--- config.mk ---
export PLATFORM = sky130hd
export DESIGN_NAME = lp_dma_seq
export DESIGN_NICKNAME = d
export VERILOG_FILES = /design/src/rtl/lp_dma_seq.sv
export SDC_FILE = /design/constraint.sdc
export NUM_CORES = 1
export LEC_CHECK = 0
export BUFFER_PORTS_ARGS = -buffer_cell sky130_fd_sc_hd__buf_4
export CAP_MARGIN = 20
export CORE_MARGIN = 2
export CORE_UTILIZATION = 48
export CTS_BUF_LIST = sky130_fd_sc_hd__clkbuf_2
export DETAILED_ROUTE_END_ITERATION = 10
export PLACE_DENSITY = 0.76
export SLEW_MARGIN = 5
export SYNTH_ARGS = -nofsm -noshare
export SYNTH_HDL_FRONTEND = slang
export SYNTH_SLANG_ARGS = --single-unit
--- constraint.sdc ---
create_clock -name clk -period 5.7 [get_ports clk]
set_input_delay 0.57 -clock clk [delete_from_list [all_inputs] [get_ports clk]]
set_output_delay 0.57 -clock clk [all_outputs]
set_load 0.02 [all_outputs]
--- src/rtl/lp_dma_seq.sv ---
// -----------------------------------------------------------------------------
// lp_dma_seq -- LP20 DMA sequencer
//
// Walks a buffer in KS10 memory on a GO command. Each 16-bit word is fetched
// over the bus-master handshake, then either split into two bytes for the
// printer datapath (PRINT / TEST / DAVFU) or written as one 12-bit entry into
// the translation RAM (RAM mode). Owns the bus address register (BAR) and the
// byte counter (BCTR), and reports completion and nonexistent-memory errors
// back to the CSR logic.
//
// Ports
//   clk, rst_n      clock, asynchronous active-low reset
//   go              single-cycle start pulse (honoured only when idle)
//   abort           level; cancels any transfer in progress
//   mode            0=PRINT 1=TEST 2=DAVFU 3=RAM, sampled on go
//   bar_ld/bctr_ld  start address (bit 0 ignored) and byte count, loaded on go
//   dma_*           bus-master read handshake (req/addr out, ack/nxm/data in)
//   byte_*          byte stream to the printer datapath (valid/ready)
//   ram_*           translation-RAM write port
//   bar, bctr       current address and remaining byte count
//   busy, done      activity level and one-cycle completion pulse
//   err_nxm         sticky nonexistent-memory flag, cleared on go
// -----------------------------------------------------------------------------
module lp_dma_seq #(
    parameter int AW = 18,
    parameter int CW = 12
) (
    input  logic          clk,
    input  logic          rst_n,
    input  logic          go,
    input  logic          abort,
    input  logic [1:0]    mode,
    input  logic [AW-1:0] bar_ld,
    input  logic [CW-1:0] bctr_ld,
    output logic          dma_req,
    output logic [AW-1:0] dma_addr,
    input  logic          dma_ack,
    input  logic          dma_nxm,
    input  logic [15:0]   dma_data,
    output logic          byte_valid,
    output logic          byte_davfu,
    output logic [7:0]    byte_data,
    input  logic          byte_ready,
    output logic          ram_wr,
    output logic [7:0]    ram_addr,
    output logic [11:0]   ram_data,
    output logic [AW-1:0] bar,
    output logic [CW-1:0] bctr,
    output logic          busy,
    output logic          done,
    output logic          err_nxm
);

    typedef enum logic [2:0] {
        S_IDLE,
        S_FETCH,
        S_LOBYTE,
        S_HIBYTE,
        S_RAMWR,
        S_FINISH
    } state_t;

    typedef enum logic [1:0] {
        M_PRINT = 2'd0,
        M_TEST  = 2'd1,
        M_DAVFU = 2'd2,
        M_RAM   = 2'd3
    } mode_t;

    state_t        state_q, state_d;
    mode_t         mode_q, mode_d;
    logic [AW-1:0] bar_q, bar_d;
    logic [CW-1:0] bctr_q, bctr_d;
    logic [7:0]    hi_byte_q, hi_byte_d;
    logic [7:0]    byte_data_q, byte_data_d;
    logic [7:0]    ram_addr_q, ram_addr_d;
    logic [11:0]   ram_data_q, ram_data_d;
    logic          err_nxm_q, err_nxm_d;

    logic          dma_req_q;
    logic          byte_valid_q;
    logic          byte_davfu_q;
    logic          ram_wr_q;
    logic          busy_q;
    logic          done_q;

    logic          xfer;
    logic          byte_state_d;

    // TEST mode drains bytes at one per cycle without presenting them.
    assign xfer = (mode_q == M_TEST) || (byte_valid_q && byte_ready);

    // -------------------------------------------------------------------------
    // Next-state logic
    // -------------------------------------------------------------------------
    always_comb begin
        // NOTE: every variable gets a default before the case so no path
        // leaves it unassigned -- otherwise synthesis infers a latch.
        state_d     = state_q;
        mode_d      = mode_q;
        bar_d       = bar_q;
        bctr_d      = bctr_q;
        hi_byte_d   = hi_byte_q;
        byte_data_d = byte_data_q;
        ram_addr_d  = ram_addr_q;
        ram_data_d  = ram_data_q;
        err_nxm_d   = err_nxm_q;

        if (abort && (state_q != S_IDLE)) begin
            // Cancel: drop back to idle, leave BAR/BCTR where they stopped.
            state_d = S_IDLE;
        end else begin
            case (state_q)
                S_IDLE: begin
                    if (go) begin
                        // Masking keeps all of bar_ld in use while forcing an even address.
                        bar_d      = bar_ld & ~AW'(1);
                        bctr_d     = bctr_ld;
                        mode_d     = mode_t'(mode);
                        err_nxm_d  = 1'b0;
                        ram_addr_d = '0;
                        state_d    = (bctr_ld == '0) ? S_FINISH : S_FETCH;
                    end
                end

                S_FETCH: begin
                    // NXM takes priority over a simultaneous ack.
                    if (dma_nxm) begin
                        err_nxm_d = 1'b1;
                        state_d   = S_FINISH;
                    end else if (dma_ack) begin
                        bar_d       = bar_q + AW'(2);
                        hi_byte_d   = dma_data[15:8];
                        byte_data_d = dma_data[7:0];
                        ram_data_d  = dma_data[11:0];
                        state_d     = (mode_q == M_RAM) ? S_RAMWR : S_LOBYTE;
                    end
                end

                S_LOBYTE: begin
                    if (xfer) begin
                        bctr_d = bctr_q - CW'(1);
                        if (bctr_q == CW'(1)) begin
                            state_d = S_FINISH;     // odd count: high byte dropped
                        end else begin
                            state_d     = S_HIBYTE;
                            byte_data_d = hi_byte_q;
                        end
                    end
                end

                S_HIBYTE: begin
                    if (xfer) begin
                        bctr_d  = bctr_q - CW'(1);
                        state_d = (bctr_q == CW'(1)) ? S_FINISH : S_FETCH;
                    end
                end

                S_RAMWR: begin
                    ram_addr_d = ram_addr_q + 8'd1;
                    if (bctr_q <= CW'(2)) begin
                        bctr_d  = '0;
                        state_d = S_FINISH;
                    end else begin
                        bctr_d  = bctr_q - CW'(2);
                        state_d = S_FETCH;
                    end
                end

                S_FINISH: state_d = S_IDLE;

                default: state_d = S_IDLE;
            endcase
        end
    end

    // Outputs are decoded from the next state so they line up with it.
    assign byte_state_d = (state_d == S_LOBYTE) || (state_d == S_HIBYTE);

    // -------------------------------------------------------------------------
    // State and registered outputs
    // -------------------------------------------------------------------------
    always_ff @(posedge clk or negedge rst_n) begin
        if (!rst_n) begin
            state_q      <= S_IDLE;
            mode_q       <= M_PRINT;
            bar_q        <= '0;
            bctr_q       <= '0;
            hi_byte_q    <= '0;
            byte_data_q  <= '0;
            ram_addr_q   <= '0;
            ram_data_q   <= '0;
            err_nxm_q    <= 1'b0;
            dma_req_q    <= 1'b0;
            byte_valid_q <= 1'b0;
            byte_davfu_q <= 1'b0;
            ram_wr_q     <= 1'b0;
            busy_q       <= 1'b0;
            done_q       <= 1'b0;
        end else begin
            // NOTE: non-blocking assignments here so every register samples
            // the pre-edge values; blocking would chain updates within one edge.
            state_q      <= state_d;
            mode_q       <= mode_d;
            bar_q        <= bar_d;
            bctr_q       <= bctr_d;
            hi_byte_q    <= hi_byte_d;
            byte_data_q  <= byte_data_d;
            ram_addr_q   <= ram_addr_d;
            ram_data_q   <= ram_data_d;
            err_nxm_q    <= err_nxm_d;
            dma_req_q    <= (state_d == S_FETCH);
            byte_valid_q <= byte_state_d && (mode_d != M_TEST);
            byte_davfu_q <= byte_state_d && (mode_d == M_DAVFU);
            ram_wr_q     <= (state_d == S_RAMWR);
            busy_q       <= (state_d != S_IDLE);
            done_q       <= (state_d == S_FINISH);
        end
    end

    assign dma_req    = dma_req_q;
    assign dma_addr   = bar_q;      // BAR is always even and is the fetch address
    assign byte_valid = byte_valid_q;
    assign byte_davfu = byte_davfu_q;
    assign byte_data  = byte_data_q;
    assign ram_wr     = ram_wr_q;
    assign ram_addr   = ram_addr_q;
    assign ram_data   = ram_data_q;
    assign bar        = bar_q;
    assign bctr       = bctr_q;
    assign busy       = busy_q;
    assign done       = done_q;
    assign err_nxm    = err_nxm_q;

endmodule

## Yosys cells after proc, flatten, opt, wreduce, memory -nomap -nowiden

Cells that the tools add are included.

- Output and inout bits: 83
- Logic and storage cells: 97
- Register bits after elaboration: 78

- Reduce and logical (&&, ||, !) cells: 21
- Eq/ne operators: 21
- Add/sub/neg operators: 4
- $lt $le $gt $ge: 1
- Muxes and demuxes: 33
- Bitwise logic cells: 2

Operators with widths:

| operator | count |
|---|---|
| $mux 18 | 3 |
| $mux 8 | 5 |
| $mux 12 | 3 |
| $pmux 12 s3 | 1 |
| $pmux 18 s2 | 1 |
| $mux 3 | 11 |
| $pmux 8 s2 | 2 |
| $add 18x2->18 const B | 1 |
| $pmux 3 s5 | 1 |
| $eq 12x1->1 const B | 1 |
| $eq 3x2->1 const B | 4 |
| $le 12x2->1 const B | 1 |
| $logic_not 12->1 | 1 |
| $ne 2x2->1 const B | 6 |
| $reduce_and 4->1 | 3 |
| $sub 12x1->12 const B | 1 |
| $sub 12x2->12 const B | 1 |
| $eq 3x3->1 const B | 3 |
| $reduce_bool 3->1 | 3 |
| $add 8x1->8 const B | 1 |
| $eq 3x1->1 const B | 2 |
| $mux 2 | 3 |
| $reduce_and 6->1 | 1 |
| $reduce_bool 2->1 | 3 |
| other kinds (12) | 20 |

## Depth between registers and ports, before layout

- Word-level depth: 9
- Mapped depth: 8

## Worst setup path after synthesis

Ideal clock, no wire load.

- Path kind: reg-to-reg
- Start point: register bctr_q[2] (netlist: bctr[2])
- End point: register bctr_q[11] (netlist: bctr[11])
- Setup slack: 3572 ps
- Setup time: 136 ps
- Path buffers: 1
- Arrival: 1993 ps
- Required time: 5564 ps
- Cell stages (with the launch flop): 9
- Cells stage by stage: dfrtp_1 -> clkbuf_1 -> inv_1 -> ha_1 -> nor4b_1 -> nand3_1 -> mux2_2 -> a221oi_1 -> nor3_1

- Cells in the longest elaborated chain, start to end: 3
- Elaborated cells on any way between the ends: 6
- Those cells by class: add/sub: 2; order compare: 1; mux: 3

RTL lines:

| element | line | RTL |
|---|---|---|
| start: declaration | 73 | `logic [CW-1:0] bctr_q, bctr_d;` |
| start signal: assignment | 206 | `bctr_q <= bctr_d;` |
| $sub 12x2->12 (tied with other cells) | 165 | `bctr_d = bctr_q - CW'(2);` |
| $mux 12, on equally long branches | 161, 141, 153 |  |
| $pmux 12 s3 * | 113 | `case (state_q)` |

Every way passes the cells marked *; elsewhere a longest branch is shown, timed or not. The select of a mux whose other input is x is not followed.
A chain may end at the register's enable or synchronous reset.

## Worst setup path in the final report

- Start point: register state_q[2]
- End point: register byte_data_q[2] (netlist: byte_data[2])

- Cells in the longest elaborated chain, start to end: 4
- Elaborated cells on any way between the ends: 12
- Those cells by class: eq/ne: 6; mux: 1; bitwise: 1; reduce/logical: 4

RTL lines:

| element | line | RTL |
|---|---|---|
| start: declaration | 70 | `state_t state_q, state_d;` |
| start signal: assignment | 203 | `state_q <= state_d;` |
| parallel branches: the longest is 4 deep, another holds $reduce_and 6->1 | n/a |  |
| end signal: assignment | 208 | `byte_data_q <= byte_data_d;` |
| end: declaration | 75 | `logic [7:0] byte_data_q, byte_data_d;` |

Parallel ways; which one is timed is not known.

==> run_results.csv <==
group,metric,value,unit
setup_path,start_kind,"register",
grt,antenna_found_initial,0,
synthesis,synth_seq_cells,73,
clock_network,post_cts_resized,0,
layout,diodes,0,
routing,wl_per_cell,16.7,um
synthesis,yosys_warnings,0,
sta,tightest_slew,0.950,ns
synthesis,ys_seq_area_share,42.1,%
floorplan,core,8720,um^2
synthesis,syn_avg_cell_area,9.57,um^2
sta,relSlewSlack,36.1,%
place,place.detailed.hpwl,8.10,mm
floorplan,fp.dieW,99.1,um
layout,drive_above_1_share,34.9,%
synthesis,synth_ff_type,"dfrtp_1",
setup_path,critical_path_class,"register to register",
layout,finalNetCount,616,
setup_path,crit_path_max_fanout,28,
synthesis,syn_area,4340,um^2
grt,grt_pass1_wl,17.5,mm
sta,rsz0062_at_grt,"no",
synthesis,synth.largest_area_cell,"dfrtp_1",
sta,fin_worst_hold_slack,0.131,ns
status,status,"finished, final reports clean",
sta,clock_skew,0.0384,ns
synthesis,synthCells,453,
layout,nFillCells,772,
synthesis,synth.distinct_cells,61,
grt,grt_pass1_vias,3565,
power,powerDensity,568,nW/um^2
setup_path,slowest_stage,"or3b_1",
sta,finalSetupTns,0,ns
sta,setup_viol,0,
grt,grt.overflow.total,0,
grt,grt_max_degree,74,
floorplan,num_rows,34,
floorplan,ios,138,
power,fin_total_pwr,3.02,mW
clock_network,cts_htree_levels,3,
floorplan,initial_core_util,49.7,%
setup_path,path_delay_family,"simple AND/OR/NAND/NOR gates",
synthesis,synth_edf_count,0,
sta,timing.fmax,307,MHz
setup_path,cp.required,6.13,ns
clock_network,clock_path_buffers,2,
routing,vias,3915,
setup_path,crit_buf_inv,0,
place,portBuffers,134,
routing,drt_iter0_drc,295,
routing,drc_errors,0,
sta,maxSlewViolCount,0,
hold_path,min_path_type,"input port to asynchronous set/reset pin",
synthesis,async_flop_share,100,%
flow_run,drv_cap,0,
setup_path,r2r_slack,2.44,ns
clock_network,clk_latency,0.53,ns
routing,wl,11.1,mm
clock_network,hold_buffers,0,
routing,firstDrtPassIters,5,
routing,ant_nets,0,
clock_network,clk_pin_slew,0.26,ns
setup_path,arrival,3.69,ns
synthesis,synth_most_common_cell,"dfrtp_1",
clock_network,cts_made_buffers,9,
setup_path,cp_slowest_stage_delay,0.80,ns
setup_path,endpoint_kind,"register",
clock_network,post_cts_buffers,0,
layout,areaGrowthSynthToFinish,22.7,%
sta,period_needed,3.26,ns
floorplan,die_y,99.1,um
power,power_leakage,2.44,nW
synthesis,netlist_top_cells_area,"dfrtp_1 42%, mux2_2 6.8%, buf_4 4.0%",
setup_path,path_cells,"or3b_1 > or3_1 > o31a_1 > mux2_4",
place,gp_congestion,0.860,
synthesis,yosys-top-cells-count,"73 x dfrtp_1, 43 x nor2_1, 33 x a21oi_1, 27 x o21ai_0, 26 x mux2_2",
clock_network,tritoncts,"built",
floorplan,dieArea,9810,um^2
sta,hold_viol_final,0,
clock_network,cts_sinks,73,
power,ir_drop,0.000320,V
routing,via_per_inst,5.87,
synthesis,synth_top_cell_area_share,42.1,%
place,placedCellCount,651,
layout,final_cells,667,
grt,grt_usage,21.9,%
sta,period_share,57.2,%
clock_network,root_buffer,"clkbuf_2",
-- through the flow --
stage / utilization (%) / setup WS (ns) / cell area, um^2
floorplan: - / 3.57 / 4340
global placement: 59.8 / 2.56 / 5210
detailed placement: 59.8 / 2.45 / 5210
CTS: 61.0 / 2.41 / 5320
global route: 61.0 / 2.22 / 5320
finish: 61.0 / 2.44 / 5320
-- where the power goes --
part	leakage (nW)	total (mW)	switching, mW	internal [mW]
Sequential	0.888	1.02	0.282	0.743
Clock	0.0590	0.279	0.212	0.0662
Combinational	1.49	1.72	0.959	0.758
-- worst reg2reg max path, delay by kind of cell, from the launching register on --
family	cells	cell delay (ns)
and+or+nand+nor	2	1.51
muxes	1	0.35
DFF	1	0.71
AOI/OAI and AO/OA	1	0.61
-- layer usage --
layer,vias to the layer above,routed length [um],GRT usage [%]
met5,-,0,0
met4,0,194,8.22
met3,16,900,3.83
met2,184,5280,33.8
met1,1876,4730,31.1
li1,1839,-,-
-- logic make-up (layout without fill, tap and decap cells) --
kind of cell | after synthesis | after routing | synth area share, %
and+or+nand+nor | 147 | 147 | 17.8
AOI/OAI and AO/OA | 117 | 117 | 17.5
DFF | 73 | 73 | 42.1
buffers and inverters | 59 | 164 | 7.88
muxes | 36 | 36 | 9.98
xor gates and xnor gates | 13 | 13 | 2.63
adders and majority gates | 7 | 7 | 2.02
other | 1 | 2 | 0.0865
-- sequential cells by signal, indices dropped and copies added, names as in the netlist --
register,cells
done,1
state_q,3
busy,1
hi_byte_q,8
ram_data,8
bar,17
byte_valid,1
byte_davfu,1
mode_q,2
byte_data,8
err_nxm,1
bctr,12
dma_req,1
ram_wr,1
ram_addr,8
-- final cells by class --
cell class                      instances  area [um^2]  share of cell area [%]
Clock buffer                            9         45.0                   0.846
Clock inverter                          7         62.6                    1.18
Inverter                               10         37.5                   0.705
Multi-Input combinational cell        322         2180                    40.9
Sequential cell                        73         1830                    34.3
Tap cell                              108          135                    2.54
Timing Repair Buffer                  138         1040                    19.5
-- path summary, 6_finish.rpt --
check	start	depth (start not counted)	endpoint
setup / recovery	state_q[2]	4	byte_data[2]
hold / removal	rst_n	1	byte_data[5]
setup reg to reg	state_q[2]	4	byte_data[2]
hold reg to reg	ram_data[0]	1	ram_data[0]
max in group asynchronous	rst_n	1	busy
min in group clk	dma_data[11]	2	hi_byte_q[3]
-- layout by cell type, fill, tap and decap left out, types with 7 or more instances in the layout --
master	n
nor3_1	12
mux2_2	26
inv_1	10
clkbuf_2	9
mux2_4	8
nand2_1	23
a21oi_1	33
dfrtp_1	73
buf_4	138
nand3_1	16
nand4_1	7
ha_1	7
a2bb2oi_1	8
o21ai_0	27
xor2_1	7
nor2_1	43
No activity file was read; power rests on OpenSTA's default activity.
